### src/rtl/spi_mode1_arbiter.sv
`timescale 1ns/1ps
// SPI mode 1 (CPOL=0, CPHA=1) master whose bus is shared round-robin by two requesters.
// MOSI launches on sclk rising edges and MISO is captured on sclk falling edges, MSB first.
module spi_mode1_arbiter #(
  parameter int CLK_DIV = 4,
  parameter int SS_GAP  = 2
) (
  input  logic       clk,
  input  logic       rst_n,
  input  logic       req0_valid,
  input  logic [7:0] req0_data,
  output logic       req0_ready,
  output logic       rsp0_valid,
  output logic [7:0] rsp0_data,
  input  logic       req1_valid,
  input  logic [7:0] req1_data,
  output logic       req1_ready,
  output logic       rsp1_valid,
  output logic [7:0] rsp1_data,
  output logic       sclk,
  output logic       ss,
  output logic       MOSI,
  input  logic       MISO,
  output logic       busy
);

  localparam int CNT_MAX = (CLK_DIV > SS_GAP) ? CLK_DIV : SS_GAP;
  localparam int CW      = $clog2(CNT_MAX + 1);
  localparam logic [CW-1:0] DIV_LAST = CW'(CLK_DIV - 1);
  localparam logic [CW-1:0] GAP_LAST = CW'(SS_GAP - 1);

  typedef enum logic [2:0] {IDLE, SETUP, SHIFT, HOLD, GAP} state_e;

  state_e        state_q, state_d;
  logic [CW-1:0] cnt_q, cnt_d;
  logic [3:0]    half_q, half_d;
  logic [7:0]    tx_q, tx_d;
  logic [7:0]    rx_q, rx_d;
  logic          owner_q, owner_d;
  logic          last_grant_q, last_grant_d;
  logic          sclk_q, sclk_d;
  logic          ss_q, ss_d;
  logic          mosi_q, mosi_d;
  logic          rsp0_valid_q, rsp0_valid_d;
  logic          rsp1_valid_q, rsp1_valid_d;
  logic [7:0]    rsp0_data_q, rsp0_data_d;
  logic [7:0]    rsp1_data_q, rsp1_data_d;
  logic          grant0, grant1, cnt_last;

  // Ready doubles as the grant; it is also held low while reset is asserted.
  assign grant0 = rst_n && (state_q == IDLE) && req0_valid && (!req1_valid || last_grant_q);
  assign grant1 = rst_n && (state_q == IDLE) && req1_valid && (!req0_valid || !last_grant_q);
  assign cnt_last = (cnt_q == DIV_LAST);

  assign req0_ready = grant0;
  assign req1_ready = grant1;
  assign rsp0_valid = rsp0_valid_q;
  assign rsp1_valid = rsp1_valid_q;
  assign rsp0_data  = rsp0_data_q;
  assign rsp1_data  = rsp1_data_q;
  assign sclk       = sclk_q;
  assign ss         = ss_q;
  assign MOSI       = mosi_q;
  assign busy       = (state_q != IDLE);

  always_ff @(posedge clk or negedge rst_n) begin
    if (!rst_n) begin
      state_q      <= IDLE;
      cnt_q        <= '0;
      half_q       <= '0;
      tx_q         <= '0;
      rx_q         <= '0;
      owner_q      <= 1'b0;
      last_grant_q <= 1'b1;
      sclk_q       <= 1'b0;
      ss_q         <= 1'b1;
      mosi_q       <= 1'b0;
      rsp0_valid_q <= 1'b0;
      rsp1_valid_q <= 1'b0;
      rsp0_data_q  <= '0;
      rsp1_data_q  <= '0;
    end else begin
      state_q      <= state_d;
      cnt_q        <= cnt_d;
      half_q       <= half_d;
      tx_q         <= tx_d;
      rx_q         <= rx_d;
      owner_q      <= owner_d;
      last_grant_q <= last_grant_d;
      sclk_q       <= sclk_d;
      ss_q         <= ss_d;
      mosi_q       <= mosi_d;
      rsp0_valid_q <= rsp0_valid_d;
      rsp1_valid_q <= rsp1_valid_d;
      rsp0_data_q  <= rsp0_data_d;
      rsp1_data_q  <= rsp1_data_d;
    end
  end

  always_comb begin
    state_d      = state_q;
    cnt_d        = cnt_q;
    half_d       = half_q;
    tx_d         = tx_q;
    rx_d         = rx_q;
    owner_d      = owner_q;
    last_grant_d = last_grant_q;
    sclk_d       = sclk_q;
    ss_d         = ss_q;
    mosi_d       = mosi_q;
    rsp0_valid_d = 1'b0;
    rsp1_valid_d = 1'b0;
    rsp0_data_d  = rsp0_data_q;
    rsp1_data_d  = rsp1_data_q;

    case (state_q)
      IDLE: begin
        if (grant0 || grant1) begin
          owner_d      = grant1;
          last_grant_d = grant1;
          tx_d         = grant1 ? req1_data : req0_data;
          ss_d         = 1'b0;
          cnt_d        = '0;
          state_d      = SETUP;
        end
      end
      SETUP: begin
        if (cnt_last) begin
          cnt_d   = '0;
          half_d  = '0;
          state_d = SHIFT;
        end else begin
          cnt_d = cnt_q + CW'(1);
        end
      end
      SHIFT: begin
        // Even half-periods end on a rising edge, odd ones on a falling edge.
        if (cnt_last) begin
          cnt_d  = '0;
          sclk_d = ~sclk_q;
          half_d = half_q + 4'd1;
          if (!half_q[0]) begin
            mosi_d = tx_q[7];
            tx_d   = {tx_q[6:0], 1'b0};
          end else begin
            rx_d = {rx_q[6:0], MISO};
            if (half_q == 4'd15) begin
              state_d = HOLD;
            end
          end
        end else begin
          cnt_d = cnt_q + CW'(1);
        end
      end
      HOLD: begin
        if (cnt_last) begin
          cnt_d   = '0;
          ss_d    = 1'b1;
          mosi_d  = 1'b0;
          state_d = GAP;
          if (owner_q) begin
            rsp1_valid_d = 1'b1;
            rsp1_data_d  = rx_q;
          end else begin
            rsp0_valid_d = 1'b1;
            rsp0_data_d  = rx_q;
          end
        end else begin
          cnt_d = cnt_q + CW'(1);
        end
      end
      GAP: begin
        if (cnt_q == GAP_LAST) begin
          cnt_d   = '0;
          state_d = IDLE;
        end else begin
          cnt_d = cnt_q + CW'(1);
        end
      end
      default: state_d = IDLE;
    endcase
  end

endmodule
### config.mk
export PLATFORM = sky130hd
export DESIGN_NAME = spi_mode1_arbiter
export DESIGN_NICKNAME = d
export VERILOG_FILES = /design/src/rtl/spi_mode1_arbiter.sv
export SDC_FILE = /design/constraint.sdc
export NUM_CORES = 1
export LEC_CHECK = 0
export BUFFER_PORTS_ARGS = -buffer_cell sky130_fd_sc_hd__buf_4
export CORE_MARGIN = 5
export CORE_UTILIZATION = 40
export DETAILED_ROUTE_END_ITERATION = 7
export HOLD_SLACK_MARGIN = 0.03
export SKIP_LAST_GASP = 1
export SLEW_MARGIN = 20
export SYNTH_ARGS = -nofsm -noshare
export SYNTH_HDL_FRONTEND = slang
export SYNTH_SLANG_ARGS = --single-unit
### constraint.sdc
create_clock -name clk -period 1.7 [get_ports clk]
set_input_delay 0.255 -clock clk [delete_from_list [all_inputs] [get_ports clk]]
set_output_delay 0.255 -clock clk [all_outputs]
set_load 0.1 [all_outputs]
==> impl_metrics.env, run 1 <==
export IMPL_status="complete, but fails checks"
export IMPL_violations="hold timing, setup timing"
export IMPL_fin_skew_ns=0.0104
export IMPL_worst_slew_pin_slew_ns=0.577
export IMPL_syn_num_nets=231
export IMPL_drive_above_1_share=0.471
export IMPL_yosysSeqAreaShare=0.535
export IMPL_min_period_ns=1.87
export IMPL_grt_total_usage=0.146
export IMPL_critPathSlowestCell="or4b_4"
export IMPL_start_util=0.415
export IMPL_dr_pass1_iters=4
export IMPL_async_flop_share=1.00
export IMPL_cp_cell_sequence="or4b_4 -> nor2_4 -> buf_12"
export IMPL_grt_pass1_vias=1787
export IMPL_worstPathMaxFanout=4
export IMPL_vias_per_cell=5.14
export IMPL_synth_edff_count=0
export IMPL_ir_worst_vdd_mv=1.12
export IMPL_synth_area_leaders="dfrtp_1 51%, mux2_2 12%, mux2i_1 3.5%, nand2_1 2.9%, nor2_1 2.8%"
export IMPL_insertedDiodeCount=0
export IMPL_cts_tree="yes"
export IMPL_drc=0
export IMPL_synth_ff_type="dfrtp_1"
export IMPL_avgSynthCellArea_um2=11.2
export IMPL_num_rows=27
export IMPL_synth_top_area_cell="dfrtp_1"
export IMPL_relSlewSlack=0.615
export IMPL_power_leakage_nw=1.50
export IMPL_fin_crit_sh=1.10
export IMPL_rsz0062_at_grt="yes"
export IMPL_place_gp_congestion=0.789
export IMPL_maxCapViolations=0
export IMPL_dieWidth_um=85.8
export IMPL_die_area_um2=7360
export IMPL_holdCritPathClass="input pin to asynchronous set/reset pin"
export IMPL_crit_path_max_incr_delay_ns=0.56
export IMPL_cp_arrival_ns=1.61
export IMPL_ctsHtreeMaxLevel=2
export IMPL_antenna_found_initial=0
export IMPL_fin_util=0.566
export IMPL_grt_pass1_wl_mm=8.44
export IMPL_p_comb_frac=0.516
export IMPL_clk_latency_ns=0.30
export IMPL_clkPwrFrac=0.133
export IMPL_cp_start_kind="flop"
export IMPL_grt_max_degree=47
export IMPL_setup_viol=11
export IMPL_postRouteAntennaNets=0
export IMPL_synth_area_um2=2300
export IMPL_yosys_top_cells_count="47 x dfrtp_1, 24 x mux2_2, 18 x nand2_1, 17 x nor2_1, 11 x o21ai_0"
export IMPL_clk_path_buf_depth=2
export IMPL_worst_setup_path_type="flop to output pin"
export IMPL_root_buffer="clkbuf_8"
export IMPL_switchingPower_mw=2.32
export IMPL_num_vias=1778
export IMPL_num_nets_final=299
export IMPL_gr_total_overflow=0
export IMPL_synth_cell_types=36
export IMPL_drt_wl_total_mm=5.03
export IMPL_pin_count=45
export IMPL_clock_sinks=49
export IMPL_portBuffers=44
export IMPL_path_clk_slew_ns=0.10
export IMPL_yosys_register_bits=49
export IMPL_p_int_mw=2.79
export IMPL_p_sw_frac=0.453
export IMPL_cp_end_kind="output pin"
export IMPL_cts_buffers=5
export IMPL_wl_per_cell_um=14.5
export IMPL_ys_warn_count=0
export IMPL_synth_most_common_cell="dfrtp_1"
export IMPL_syn_instance_count=205
export IMPL_design_core_area_um2=5540
export IMPL_p_seq_frac=0.351
export IMPL_area_growth_pct=36.5
export IMPL_dieHeight_um=85.8
export IMPL_hold_viol_final=3
export IMPL_synth_top_area_frac=0.512
export IMPL_placed_cells=335
export IMPL_slew_violations=0
export IMPL_total_power_mw=5.11
export IMPL_fmaxAchievable_mhz=536
export IMPL_p_per_area_nw_per_um2=1630
export IMPL_required_ns=1.44
export IMPL_final_instance_count_excl_fill=346
export IMPL_drt_iter0_drc=100
export IMPL_hold_ws_ns=-0.266
export IMPL_fin_ws_ns=-0.166
export IMPL_hpwl_mm=3.62
==> flip-flops by register name, indices dropped and copies added (netlist names) <==
signal / cells
half_q: 4
MOSI: 1
owner_q: 1
cnt_q: 3
ss: 1
last_grant_q: 1
rsp0_valid: 1
rsp1_valid: 1
tx_q: 8
rsp1_data: 8
rsp0_data: 8
rx_q: 8
sclk: 1
state_q: 3
==> layout by cell type (no fill, tap or decap), types with 4 or more instances in the layout <==
master,Yosys,routed
a211oi_1,7,6
o21ai_0,11,9
nor2_1,17,16
mux2i_1,8,8
buf_4,0,62
clkbuf_8,0,5
nand3_1,6,4
nor3_2,0,6
a21oi_1,8,8
mux2_2,24,24
ha_1,5,4
nand2_1,18,16
inv_1,7,6
dfrtp_1,47,45
buf_12,0,4
==> cells by family after synthesis <==
kind of cell	synth area share
and+or+nand+nor	0.136
DFF	0.535
AOI/OAI and AO/OA	0.116
muxes	0.153
buffers and inverters	0.0261
adders and majority gates	0.0272
xor gates and xnor gates	0.00763
==> what timing repair did <==
action,4_1_cts,5_1_grt
gates cloned,0,1
resized for setup,19,15
pin swaps,4,3
setup buffers,2,0
hold endpoints to repair,3,3
setup endpoints to repair,17,30
==> per-layer routing <==
metal	share of wire	vias up	global-route usage
li1	-	870	-
met1	0.48	877	0.194
met2	0.48	27	0.232
met3	0.027	4	0.0298
met4	0.012	0	0.0604
met5	0	-	0
==> power groups by stage <==
stage	Sequential [mW]	Combinational [mW]	Clock, mW
finish	1.79	2.64	0.682
global route	1.85	2.84	0.757
CTS	1.77	2.59	0.715
detailed placement	1.77	2.45	0
global placement	1.76	2.43	0
floorplan	2.25	1.26	0
==> path summary, 6_finish.rpt <==
kind | start | slack (ns) | cells past startpoint | to
setup reg to reg | state_q[2] | -0.13 | 5 | tx_q[7]
max in group asynchronous | rst_n | 1.19 | 2 | state_q[1]
hold reg to reg | last_grant_q | 0.47 | 2 | last_grant_q
setup / recovery | state_q[2] | -0.17 | 3 | req0_ready
min in group clk | MISO | 0.18 | 2 | rx_q[0]
hold / removal | rst_n | -0.27 | 1 | state_q[2]
==> final cells by class <==
cell class | instances | area, µm²
fill | 510 | 2400
sequential | 49 | 1230
multi-input combinational | 142 | 1130
timing repair buffer | 68 | 568
tap | 72 | 90.1
clock buffer | 6 | 72.6
inverter | 7 | 30.0
clock inverter | 2 | 15.0
==> worst max-delay path: cells and delay by family (launching register included) <==
family	cells	cell delay, ns
AND/OR/NAND/NOR	2	0.68
flip-flops	1	0.45
buffers and inverters	1	0.18
==> through the flow <==
stage / TNS, ns / setup WS (ns) / cell area [µm²]
after floorplan: -1.39 / -0.100 / 2340
after global placement: -0.00729 / -0.00729 / 2890
after detailed placement: -0.000317 / -0.000317 / 2890
after CTS: -1.22 / -0.172 / 3080
after global routing: -1.78 / -0.218 / 3140
final: -1.15 / -0.166 / 3140
(Power assumes the default switching activity.)
==> run 2, diff against run 1 <==
Settings changed: CORE_UTILIZATION 40 to 30, MAX_ROUTING_LAYER set to met4.
==> impl_metrics.env, run 2 (same netlist as run 1, synthesis figures left out) <==
export IMPL_status="complete, but fails checks"
export IMPL_violations="hold timing, setup timing"
export IMPL_final_cell_mix="62 x buf_4, 46 x dfrtp_1, 24 x mux2_2"
export IMPL_fin_crit_sh=1.10
export IMPL_cp_arrival_ns=1.62
export IMPL_cp_end_kind="output pin"
export IMPL_grt_pass1_vias=1851
export IMPL_drive_above_1_share=0.482
export IMPL_cts_buffers=5
export IMPL_grt_max_degree=46
export IMPL_num_rows=32
export IMPL_start_util=0.302
export IMPL_setup_viol=11
export IMPL_rsz0062_at_grt="yes"
export IMPL_fin_util=0.423
export IMPL_p_per_area_nw_per_um2=1610
export IMPL_grt_total_usage=0.116
export IMPL_grt_pass1_wl_mm=8.86
export IMPL_ctsHtreeMaxLevel=2
export IMPL_antenna_found_initial=0
export IMPL_clock_sinks=49
export IMPL_path_clk_slew_ns=0.10
export IMPL_place_gp_congestion=0.789
export IMPL_worst_setup_path_type="flop to output pin"
export IMPL_wl_per_cell_um=14.1
export IMPL_die_area_um2=9510
export IMPL_drc=0
export IMPL_dieWidth_um=97.5
export IMPL_insertedDiodeCount=0
export IMPL_critPathSlowestCell="or4b_4"
export IMPL_worstPathMaxFanout=3
export IMPL_hpwl_mm=3.71
export IMPL_hold_viol_final=4
export IMPL_design_core_area_um2=7610
export IMPL_placed_cell_area_um2=2890
export IMPL_fin_ws_ns=-0.172
export IMPL_slew_violations=0
export IMPL_drt_wl_total_mm=5.33
export IMPL_fmaxAchievable_mhz=534
export IMPL_num_nets_final=301
export IMPL_fillers=771
export IMPL_clk_path_buf_depth=2
export IMPL_maxCapViolations=0
export IMPL_power_leakage_nw=1.52
export IMPL_pin_count=45
export IMPL_cts_tree="yes"
export IMPL_relSlewSlack=0.618
export IMPL_hold_ws_ns=-0.253
export IMPL_dieHeight_um=97.5
export IMPL_portBuffers=44
export IMPL_fin_skew_ns=0.00866
export IMPL_required_ns=1.44
export IMPL_vias_per_cell=4.75
export IMPL_placed_cells=362
export IMPL_gr_total_overflow=0
export IMPL_final_common_cell="buf_4"
export IMPL_cp_start_kind="flop"
export IMPL_ir_worst_vdd_mv=0.574
export IMPL_crit_path_max_incr_delay_ns=0.57
export IMPL_postLayoutCellArea_um2=3220
export IMPL_final_instance_count_excl_fill=378
export IMPL_worst_slew_pin_slew_ns=0.573
export IMPL_num_vias=1797
export IMPL_cp_cell_sequence="or4b_4 -> nor2_4 -> buf_12"
export IMPL_clk_latency_ns=0.30
export IMPL_drt_iter0_drc=82
export IMPL_min_period_ns=1.87
export IMPL_dr_pass1_iters=4
export IMPL_root_buffer="clkbuf_8"
export IMPL_total_power_mw=5.18
export IMPL_postRouteAntennaNets=0
export IMPL_holdCritPathClass="input pin to asynchronous set/reset pin"
export IMPL_area_growth_pct=40.0
run 2: cell count changes in the layout (fill, tap and decap cells not counted), sizes merged:
cell / change
inv: +1
clkinvlp: -2
buf: +2
clkinv: +1
run 2: power breakdown:
group / internal [mW] / switching, mW
logic: 1.05 / 1.63
clock network: 0.294 / 0.390
registers: 1.51 / 0.320
run 2: final cells by class:
class	count	area, µm²	share of cell area
clock buffers	6	72.6	0.0226
inverters	7	30.0	0.00933
well taps	102	128	0.0397
flip-flops and latches	49	1230	0.382
multi-input cells	142	1150	0.358
repair buffers	70	591	0.184
clock inverters	2	13.8	0.00428
run 2: what timing repair did:
item,4_1_cts,5_1_grt
buffers inserted,7,1
pin swaps,7,6
gates cloned,1,0
setup endpoints to repair,27,32
endpoints found under the hold margin,4,4
resized for setup,24,14
run 2: critical path: cells and delay by family, from the launching register on:
kind	cells	cell delay (ns)
flip-flops	1	0.45
buffers and inverters	1	0.18
AND/OR/NAND/NOR	2	0.69
run 2: through the flow:
stage	setup slack [ns]	TNS (ns)
floorplan	-0.100	-1.39
global placement	-0.0459	-0.348
detailed placement	-0.0540	-0.361
CTS	-0.188	-1.43
global route	-0.219	-1.82
finish	-0.172	-1.31
run 2: metal layers:
layer	wire length, µm	share of wire	GRT usage
met1	2430	0.46	0.142
met2	2680	0.50	0.191
met3	139	0.026	0.0237
met4	81	0.015	0.0362
met5	0	0	-
run 2: worst paths after layout:
check                                   from           end  slack, ns  depth (start not counted)
worst max-delay path              state_q[1]    req0_ready      -0.17                          3
worst min-delay path                   rst_n  rsp1_data[1]      -0.25                          1
worst max register to register    state_q[1]       tx_q[5]      -0.14                          5
worst min register to register  last_grant_q  last_grant_q       0.49                          2
max in group asynchronous              rst_n    state_q[1]       1.17                          2
min in group clk                        MISO       rx_q[0]       0.19                          2
==> run 3, diff against run 2 <==
Settings changed: CORE_UTILIZATION 30 to 49, PLACE_DENSITY set to 0.75.
==> impl_metrics.env, run 3 (same netlist as run 1, synthesis figures left out) <==
export IMPL_status="complete, but fails checks"
export IMPL_violations="setup timing"
export IMPL_relSlewSlack=0.696
export IMPL_postRouteAntennaNets=0
export IMPL_clk_path_buf_depth=2
export IMPL_clkPwrFrac=0.133
export IMPL_switchingPower_mw=2.50
export IMPL_start_util=0.496
export IMPL_path_clk_slew_ns=0.09
export IMPL_cp_start_kind="flop"
export IMPL_wl_per_cell_um=17.0
export IMPL_die_area_um2=6160
export IMPL_cp_arrival_ns=1.63
export IMPL_holdCritPathClass="input pin to flop"
export IMPL_drc=0
export IMPL_grt_total_usage=0.186
export IMPL_grt_max_degree=30
export IMPL_ctsHtreeMaxLevel=2
export IMPL_maxCapViolations=0
export IMPL_num_nets_final=304
export IMPL_required_ns=1.44
export IMPL_worstPathMaxFanout=3
export IMPL_place_gp_congestion=0.821
export IMPL_ir_worst_vdd_mv=1.48
export IMPL_root_buffer="clkbuf_8"
export IMPL_worst_setup_path_type="flop to output pin"
export IMPL_clk_latency_ns=0.30
export IMPL_cts_tree="yes"
export IMPL_grt_pass1_wl_mm=8.65
export IMPL_placed_cell_area_um2=2830
export IMPL_hold_ws_ns=0.180
export IMPL_drive_above_1_share=0.516
export IMPL_power_leakage_nw=1.59
export IMPL_hold_viol_final=0
export IMPL_clock_sinks=49
export IMPL_grt_pass1_vias=1794
export IMPL_drt_wl_total_mm=5.67
export IMPL_area_growth_pct=42.4
export IMPL_drt_iter0_drc=142
export IMPL_worst_slew_pin_slew_ns=0.455
export IMPL_p_comb_frac=0.525
export IMPL_antenna_found_initial=0
export IMPL_setup_viol=11
export IMPL_tns_ns=-1.15
export IMPL_total_power_mw=5.45
export IMPL_dieWidth_um=78.5
export IMPL_num_vias=1909
export IMPL_p_seq_frac=0.342
export IMPL_fin_crit_sh=1.11
export IMPL_p_sw_frac=0.459
export IMPL_hpwl_mm=3.54
export IMPL_portBuffers=44
export IMPL_postLayoutCellArea_um2=3270
export IMPL_p_int_mw=2.95
export IMPL_rsz0062_at_grt="yes"
export IMPL_slew_violations=0
export IMPL_gr_total_overflow=0
export IMPL_dieHeight_um=78.5
export IMPL_cts_buffers=5
export IMPL_pin_count=45
export IMPL_design_core_area_um2=4630
export IMPL_fmaxAchievable_mhz=531
export IMPL_vias_per_cell=5.73
export IMPL_num_rows=25
export IMPL_final_cell_mix="66 x buf_4, 47 x dfrtp_1, 23 x mux2_2"
export IMPL_fin_skew_ns=0.00442
export IMPL_insertedDiodeCount=0
export IMPL_final_common_cell="buf_4"
export IMPL_p_per_area_nw_per_um2=1670
export IMPL_dr_pass1_iters=7
export IMPL_dp_slack_ns=-0.0903
export IMPL_min_period_ns=1.88
export IMPL_fin_ws_ns=-0.182
export IMPL_cp_end_kind="output pin"
[run 3: routing by layer]
metal  share of wire  track usage
met1            0.40        0.234
met5               0            -
met3           0.054       0.0470
met4           0.018       0.0542
met2            0.52        0.297
[run 3: cell type report]
type	instances	area (µm²)
fill	330	1360
multi-input combinational	142	1240
sequential	49	1230
timing repair buffer	73	608
clock buffer	6	82.6
tap	54	67.6
inverter	7	30.0
clock inverter	2	13.8
[run 3: through the flow]
step / utilization / std cells
detailed placement: 0.612 / 314
floorplan: - / 205
global placement: 0.612 / 314
global route: 0.707 / 333
CTS: 0.670 / 328
finish: 0.707 / 333
[run 3: worst paths after layout]
kind | startpoint | endpoint | slack (ns) | cells past startpoint
worst max-delay path | state_q[2] | req0_ready | -0.18 | 3
worst min-delay path | MISO | rx_q[0] | 0.18 | 2
worst max register to register | state_q[2] | tx_q[1] | -0.14 | 5
worst min register to register | last_grant_q | last_grant_q | 0.47 | 2
max in group asynchronous | rst_n | ss | 0.81 | 3
min in group asynchronous | rst_n | state_q[2] | 0.53 | 3
[run 3: critical path, cell delays in order (launching register included)]
cell and delay [ns]:
dfrtp_1 0.43, or4b_4 0.59, nor2_4 0.12, buf_12 0.18
[run 3: power groups by stage]
stage	Clock, mW	Combinational (mW)	Sequential, mW
after floorplan	0	1.26	2.25
after global placement	0	2.30	1.78
after detailed placement	0	2.34	1.80
after CTS	0.729	2.57	1.80
after global routing	0.798	3.04	1.91
final	0.723	2.86	1.86
[run 3: repair_timing]
action | in CTS | in global routing
cloned | 0 | 1
hold buffers | 1 | 0
setup buffers | 5 | 4
gates resized for setup | 25 | 27
endpoints found under the setup margin | 35 | 39
endpoints found under the hold margin | 47 | 0
pin swaps | 9 | 10
